`config.mk`:
```
export PLATFORM = sky130hd
export DESIGN_NAME = wc_tile_ctrl
export DESIGN_NICKNAME = d
export VERILOG_FILES = /design/src/rtl/wc_tile_ctrl.sv
export SDC_FILE = /design/constraint.sdc
export NUM_CORES = 1
export LEC_CHECK = 0
export ABC_AREA = 1
export BUFFER_PORTS_ARGS = -buffer_cell sky130_fd_sc_hd__buf_2
export CAP_MARGIN = 20
export CORE_MARGIN = 2
export CORE_UTILIZATION = 59
export CTS_CLUSTER_SIZE = 40
export DETAILED_ROUTE_END_ITERATION = 16
export GPL_TIMING_DRIVEN = 0
export PLACE_DENSITY = 0.85
export SLEW_MARGIN = 20
export SYNTH_ARGS = -nofsm -noshare
export SYNTH_HDL_FRONTEND = slang
export SYNTH_SLANG_ARGS = --single-unit
```
`constraint.sdc`:
```
create_clock -name clk -period 3.8 [get_ports clk]
set_clock_uncertainty 0.15 [all_clocks]
set_input_delay 0.19 -clock clk [delete_from_list [all_inputs] [get_ports clk]]
set_output_delay 0.19 -clock clk [all_outputs]
set_load 0.005 [all_outputs]
```
`src/rtl/wc_tile_ctrl.sv`:
```
// -----------------------------------------------------------------------------
// wc_tile_ctrl
//
// Sequencer in front of the Winograd core `wc`. It collects a serial stream
// of signed samples into overlapping 8-sample tiles, launches each tile on
// wc_D (held until the next launch), waits the fixed core latency, captures
// wc_Z and presents it downstream on a valid/ready port.
//
// Ports:
//   clk       rising-edge clock
//   rst       asynchronous active-low reset (0 = reset)
//   s_valid   input sample valid
//   s_ready   controller can accept a sample
//   s_data    signed sample
//   s_last    last sample of frame (qualified by s_valid & s_ready)
//   wc_D      tile to core; sample 0 in the top slice, sample 7 in the bottom
//   wc_Z      core result; result 0 in the top slice
//   m_valid   result block valid
//   m_ready   downstream accepts block
//   m_data    captured wc_Z
//   m_last    block is the final tile of a frame
//   busy      tile in flight or result pending
//
// Optional build macro WC_TILE_CTRL_PERF_EN adds:
//   tile_cnt  saturating count of tile launches
//   stall_cnt saturating count of cycles with m_valid & !m_ready
// -----------------------------------------------------------------------------
module wc_tile_ctrl #(
  parameter int LAT     = 6,
  parameter int OVERLAP = 4,
  parameter int DATA_W  = 10
) (
  input  logic                     clk,
  input  logic                     rst,
  input  logic                     s_valid,
  output logic                     s_ready,
  input  logic signed [DATA_W-1:0] s_data,
  input  logic                     s_last,
  output logic [8*DATA_W-1:0]      wc_D,
  input  logic [4*DATA_W-1:0]      wc_Z,
  output logic                     m_valid,
  input  logic                     m_ready,
  output logic [4*DATA_W-1:0]      m_data,
  output logic                     m_last,
  output logic                     busy
`ifdef WC_TILE_CTRL_PERF_EN
  ,
  output logic [15:0]              tile_cnt,
  output logic [15:0]              stall_cnt
`endif
);

  localparam int TILE_W = 8 * DATA_W;
  localparam int RES_W  = 4 * DATA_W;
  localparam int LAT_W  = (LAT > 1) ? $clog2(LAT) : 1;

  typedef enum logic {ST_IDLE = 1'b0, ST_WAIT = 1'b1} state_t;

  state_t                    state_q, state_d;
  logic signed [DATA_W-1:0]  tbuf_q [8];
  logic signed [DATA_W-1:0]  tbuf_d [8];
  logic [3:0]                fill_q, fill_d;
  logic                      tile_rdy_q, tile_rdy_d;
  logic                      tile_last_q, tile_last_d;
  logic                      last_q, last_d;
  logic [LAT_W-1:0]          lat_q, lat_d;
  logic [TILE_W-1:0]         wc_d_q, wc_d_d;
  logic                      m_valid_q, m_valid_d;
  logic [RES_W-1:0]          m_data_q, m_data_d;
  logic                      m_last_q, m_last_d;
  logic                      live_q;

  logic accept;
  logic mv_post;
  logic issue;

  // live_q keeps s_ready low while reset is held and lifts it on the
  // first clock after release.
  assign s_ready = live_q && (fill_q < 4'd8) && !tile_rdy_q;
  assign accept  = s_valid && s_ready;
  // Issue decisions look at m_valid as it will be after this cycle's
  // downstream handshake, so a drain and a new launch can share a cycle.
  assign mv_post = m_valid_q && !m_ready;
  assign issue   = (state_q == ST_IDLE) && tile_rdy_q && !mv_post;

  always_comb begin
    state_d     = state_q;
    tbuf_d      = tbuf_q;
    fill_d      = fill_q;
    tile_rdy_d  = tile_rdy_q;
    tile_last_d = tile_last_q;
    last_d      = last_q;
    lat_d       = lat_q;
    wc_d_d      = wc_d_q;
    m_valid_d   = mv_post;
    m_data_d    = m_data_q;
    m_last_d    = m_last_q;

    if (accept) begin
      for (int i = 0; i < 8; i++) begin
        if (fill_q == 4'(i)) begin
          tbuf_d[i] = s_data;
        end else if (s_last && (fill_q < 4'(i))) begin
          // short frame tail: slots past the last sample read as zero
          tbuf_d[i] = '0;
        end
      end
      fill_d = fill_q + 4'd1;
      if (s_last || (fill_q == 4'd7)) begin
        tile_rdy_d  = 1'b1;
        tile_last_d = s_last;
      end
    end

    case (state_q)
      ST_IDLE: begin
        if (issue) begin
          for (int i = 0; i < 8; i++) begin
            wc_d_d[TILE_W-1-DATA_W*i -: DATA_W] = tbuf_q[i];
          end
          last_d      = tile_last_q;
          lat_d       = '0;
          state_d     = ST_WAIT;
          tile_rdy_d  = 1'b0;
          tile_last_d = 1'b0;
          if (tile_last_q) begin
            // frame boundary: next frame starts with no retained samples
            for (int i = 0; i < 8; i++) begin
              tbuf_d[i] = '0;
            end
            fill_d = 4'd0;
          end else begin
            // slide the tail of this tile to the head of the next one
            for (int i = 0; i < OVERLAP; i++) begin
              tbuf_d[i] = tbuf_q[8-OVERLAP+i];
            end
            fill_d = 4'(OVERLAP);
          end
        end
      end
      ST_WAIT: begin
        if (lat_q == LAT_W'(LAT - 1)) begin
          m_data_d  = wc_Z;
          m_last_d  = last_q;
          m_valid_d = 1'b1;
          state_d   = ST_IDLE;
        end else begin
          lat_d = lat_q + 1'b1;
        end
      end
      default: state_d = ST_IDLE;
    endcase
  end

  always_ff @(posedge clk or negedge rst) begin
    if (!rst) begin
      state_q     <= ST_IDLE;
      for (int i = 0; i < 8; i++) begin
        tbuf_q[i] <= '0;
      end
      fill_q      <= '0;
      tile_rdy_q  <= 1'b0;
      tile_last_q <= 1'b0;
      last_q      <= 1'b0;
      lat_q       <= '0;
      wc_d_q      <= '0;
      m_valid_q   <= 1'b0;
      m_data_q    <= '0;
      m_last_q    <= 1'b0;
      live_q      <= 1'b0;
    end else begin
      state_q     <= state_d;
      tbuf_q      <= tbuf_d;
      fill_q      <= fill_d;
      tile_rdy_q  <= tile_rdy_d;
      tile_last_q <= tile_last_d;
      last_q      <= last_d;
      lat_q       <= lat_d;
      wc_d_q      <= wc_d_d;
      m_valid_q   <= m_valid_d;
      m_data_q    <= m_data_d;
      m_last_q    <= m_last_d;
      live_q      <= 1'b1;
    end
  end

  assign wc_D    = wc_d_q;
  assign m_valid = m_valid_q;
  assign m_data  = m_data_q;
  assign m_last  = m_last_q;
  assign busy    = (state_q == ST_WAIT) || m_valid_q;

`ifdef WC_TILE_CTRL_PERF_EN
  logic [15:0] tile_cnt_q;
  logic [15:0] stall_cnt_q;

  always_ff @(posedge clk or negedge rst) begin
    if (!rst) begin
      tile_cnt_q  <= '0;
      stall_cnt_q <= '0;
    end else begin
      if (issue && (tile_cnt_q != 16'hFFFF)) begin
        tile_cnt_q <= tile_cnt_q + 16'd1;
      end
      if (m_valid_q && !m_ready && (stall_cnt_q != 16'hFFFF)) begin
        stall_cnt_q <= stall_cnt_q + 16'd1;
      end
    end
  end

  assign tile_cnt  = tile_cnt_q;
  assign stall_cnt = stall_cnt_q;
`endif

endmodule
```
Word level (Yosys, flattened, before mapping)
Cells that the tools add are included.

storage, ports and cells
  output and inout port bits = 124
  flip-flop bits (word level) = 214
  input bits = 55
  logic and storage cells = 105

cells by class
  reduce and logical (&&, ||, !) cells = 23
  muxes and demuxes = 41
  eq/ne operators = 10
  $lt $le $gt $ge = 9
  add/sub/neg operators = 2
  bitwise gates (word level) = 1

operators with widths
  operator                                                               number
  80-bit two-way mux                                                     3
  10-bit two-way mux                                                     16
  40-bit two-way mux                                                     2
  4-bit by 3-bit == test with 1-bit output (second input constant)       4
  4-bit by 3-bit < comparator with 1-bit output (second input constant)  4
  1-bit logical AND                                                      14
  1-bit two-way mux                                                      12
  4-bit two-way mux                                                      3
  3-bit two-way mux                                                      3
  4-bit by 2-bit == test with 1-bit output (second input constant)       2
  4-bit by 1-bit < comparator with 1-bit output (second input constant)  2
  4-bit by 2-bit < comparator with 1-bit output (second input constant)  2
  3-bit one-hot mux with 2 select lines                                  1
  2-bit AND reduction                                                    3
  4-bit by 1-bit adder with 4-bit output (second input constant)         1
  4-bit by 1-bit == test with 1-bit output (second input constant)       1
  4-bit logical NOT                                                      1
  4-bit < comparator (second input constant)                             1
  2-bit != test (second input constant)                                  2
  3-bit by 1-bit adder with 3-bit output (second input constant)         1
  3-bit == test (second input constant)                                  1
  1-bit logical NOT                                                      3
  1-bit logical OR                                                       2
  1-bit one-hot mux with 2 select lines                                  1
  1-bit inverter                                                         1

Logic depth before layout (Yosys ltp)
  depth in word-level cells = 8
  depth in mapped cells = 9
  mapped depth without buffers = 9

Least setup slack after synthesis
Ideal clock, no wire load.

  path kind = register to register
  start point = register lat_q[0]
  end point = register m_data_q[0], in the netlist m_data[0]
  slack = 2.183 ns
  stages on the path, launching flop included = 5
  data arrival time = 1.342 ns
  path through = dfrtp_1 -> ha_1 -> nand3_1 -> buf_2 -> mux2_2

between the ends
  word-level cells in the longest chain between the ends = 2

ends and longest elaborated chain
  item                                  RTL line  text
  start: declaration                    66        logic [LAT_W-1:0] lat_q, lat_d;
  start signal: assignment              178       lat_q <= lat_d;
  3-bit == test                         142       if (lat_q == LAT_W'(LAT - 1)) begin
  2-bit AND reduction (no source line)  n/a
  end signal: assignment                181       m_data_q <= m_data_d;
  end: declaration                      69        logic [RES_W-1:0] m_data_q, m_data_d;

Every way passes these cells.
A chain may end at the register's enable or synchronous reset.

Worst setup path in the final report
  start point = register m_valid_q, in the netlist m_valid
  end point = register wc_d_q[30], in the netlist wc_D[30]

between the ends
  word-level cells in the longest chain between the ends = 4

ends and longest elaborated chain
  item                                  RTL line  text
  start: declaration                    68        logic m_valid_q, m_valid_d;
  start signal: assignment              180       m_valid_q <= m_valid_d;
  1-bit logical AND                     83        assign mv_post = m_valid_q && !m_ready;
  1-bit logical NOT                     84        assign issue = (state_q == ST_IDLE) && tile_rdy_q && !mv_post;
  1-bit logical AND                     84
  2-bit AND reduction (no source line)  n/a
  end signal: assignment                179       wc_d_q <= wc_d_d;
  end: declaration                      67        logic [TILE_W-1:0] wc_d_q, wc_d_d;

Every way passes these cells.

==> metrics.csv <==
metric,value,unit
wl_per_cell,16.2,um
htree_levels,1,
final_common_cell,nand2_1,
overflow,0,
hpwl,14800,um
synth_cell_types,30,
die_h,128,um
cts_setup_buffers,0,
design.die.area,16400,sq um
drt_first_pass_iters,5,
p_leak,6.41,nW
criticalPathCategory,register to register,
antenna-diode-count,0,
numCtsBuffers,22,
layout.nets,1308,
syn_inst,1001,
synth_area,9090,sq um
tightest_slew,0.565,ns
crit_buf_inv,3,
period_share,53.2,%
synth_sequential_area_ratio,58.9,%
ir_worst_vdd,0.000422,V
drc,0,
boundaryPins,179,
cp_common_cell,nand2_1,
rsz0062_at_grt,false,
worstSetupStartpointType,register,
pwr-share-seq,43.2,%
drt_iter0_drc,634,
synth.area.top_cells,"dfrtp_1 59%, nand2_1 22%, mux2_2 5.0%",
setup_viol,0,
clk_pin_slew_worst_paths,0.06,ns
io_buffer_count,168,
total_power,8.92,mW
pwr-share-clk,23.5,%
p_comb_share,33.2,%
drt-vias-per-instance,5.13,
endpoint_kind,register,
drive_gt1_share,25.5,%
grt_max_degree,93,
syn2layout_area_growth,26.2,%
p_int,5.74,mW
core,15100,sq um
status,"complete, no violations",
cp_top_family,buffers and inverters,
antenna_found_initial,0,
ant_nets,0,
path_cells,nand2_1 > nand3_1 > inv_1 > buf_2 > buf_1 > nand2_1 > nand2_1,
drt_wl_total,23400,um
fmax,495,MHz
arrival,2.31,ns
finalHoldViolCount,0,
p_per_area,777,nW/um^2
synth-seq-cells,214,
slew_viol_final,0,
synth_top_area_share,58.9,%
timing.slew.headroom,62.4,%
root_buffer,clkbuf_16,
fill_cells,1032,
cts.path.max_buffers,3,
grt_pass1_wl,37900,um
setup_tns,0,ns
swShare,35.6,%
critPathMaxStageDelay,0.47,ns
hold-worst-slack,0.0679,ns
first_global_vias,7399,
syn_avg_cell_area,9.08,sq um
vias,7447,
critPathRequiredTime,4.09,ns
p_sw,3.17,mW
pre_cts_ws,1.82,ns
fp.dieW,128,um
ys_warn_count,0,
cp.depth,7,
tritoncts,yes,
synth.largest_area_cell,dfrtp_1,
setup_slack,1.78,ns
layout_common_cells,"538 x nand2_1, 214 x dfrtp_1, 185 x buf_2",
clk-insertion-delay-late,0.49,ns
placement_rows,45,
cp_slowest_cell,buf_1,
gp_congestion,0.849,
maxCapViolCount,0,
finalCriticalPeriod,2.02,ns
cts.sinks,214,
start_util,60.0,%
grt_usage,29.1,%
syn_nets,1061,
hp-class,primary input to async pin,
worstPathMaxFanout,10,
worst-r2r-cell-count,7,
## layer usage
metal / up-vias / track usage, % / wire length [um]
li1: 3598 / - / -
met1: 3523 / 38.4 / 9720
met2: 286 / 50.2 / 11500
met3: 40 / 4.80 / 1740
met4: 0 / 8.27 / 515
met5: - / 0 / 0
## path summary, 6_finish.rpt
check / from / end / slack, ns
max in group asynchronous: rst / wc_D[26]$_DFFE_PN0P_ / 2.61
hold / removal: rst / m_data[30]$_DFFE_PN0P_ / 0.07
min in group clk: s_valid / tile_last_q$_DFF_PN0_ / 0.08
hold reg to reg: tbuf_q[43]$_DFF_PN0_ / wc_D[43]$_DFFE_PN0P_ / 0.32
setup reg to reg: m_valid$_DFF_PN0_ / wc_D[30]$_DFFE_PN0P_ / 1.78
setup / recovery: m_valid$_DFF_PN0_ / wc_D[30]$_DFFE_PN0P_ / 1.78
## area by class of cell
class	count	area, sq um	area share, %
repair buffers	223	1440	12.5
inverters	38	145	1.27
plain buffers	49	289	2.52
flip-flops and latches	214	5360	46.7
clock inverters	7	41.3	0.360
well taps	188	235	2.05
multi-input cells	700	3300	28.8
clock buffers	32	669	5.84
## state kept, by name (all words and copies together) (netlist names)
| name | count |
|---|---|
| wc_D | 80 |
| lat_q | 3 |
| state_q | 1 |
| tile_rdy_q | 1 |
| fill_q | 4 |
| m_valid | 1 |
| m_last | 1 |
| tile_last_q | 1 |
| m_data | 40 |
| live_q | 1 |
| last_q | 1 |
| tbuf_q | 80 |
## what timing repair did
action,4_1_cts,5_1_grt
hold endpoints to repair,335,0
resized for setup,0,0
hold buffers,53,0
## stage by stage
stage	instance area [sq um]	utilization [%]	instances
floorplan	9090	-	1001
global placement	10200	67.1	1357
detailed placement	10200	67.5	1359
CTS	11500	75.7	1451
global route	11500	75.7	1451
finish	11500	75.7	1451
## Yosys cell counts, drive strengths merged
cell type / count
dfrtp: 214
or2: 1
ha: 5
clkbuf: 3
mux2: 40
nor2: 19
buf: 46
o22ai: 1
o21ai: 15
nand4: 2
a211oi: 1
inv: 38
conb: 1
a21oi: 48
nand2: 547
nand3: 20
## power groups by stage
stage	logic [mW]	clock network, mW	registers [mW]
2_1_floorplan	1.77	0	3.80
3_3_place_gp	2.79	0	3.81
3_5_place_dp	2.88	0	3.85
4_1_cts	2.96	2.12	3.82
5_1_grt	3.34	2.24	3.95
6_report	2.96	2.10	3.85
## worst register-to-register path, stage by stage (launching register included)
cell and delay, ns:
dfrtp_1 0.40, nand2_1 0.12, nand3_1 0.10, inv_1 0.16, buf_2 0.28, buf_1 0.47, nand2_1 0.19, nand2_1 0.10
## logic make-up (layout without fill, tap and decap cells)
logic type                 count (synthesis)  in the layout  share of synthesized area (%)
muxes                                     40             40                           4.96
DFF                                      214            214                           58.9
and+or+nand+nor                          589            589                           26.5
other                                      1              1                         0.0413
AOI/OAI and AO/OA                         65             65                           4.12
adders and majority gates                  5              5                          0.688
buffers and inverters                     87            349                           4.78
No activity file was read; power rests on OpenSTA's default activity.
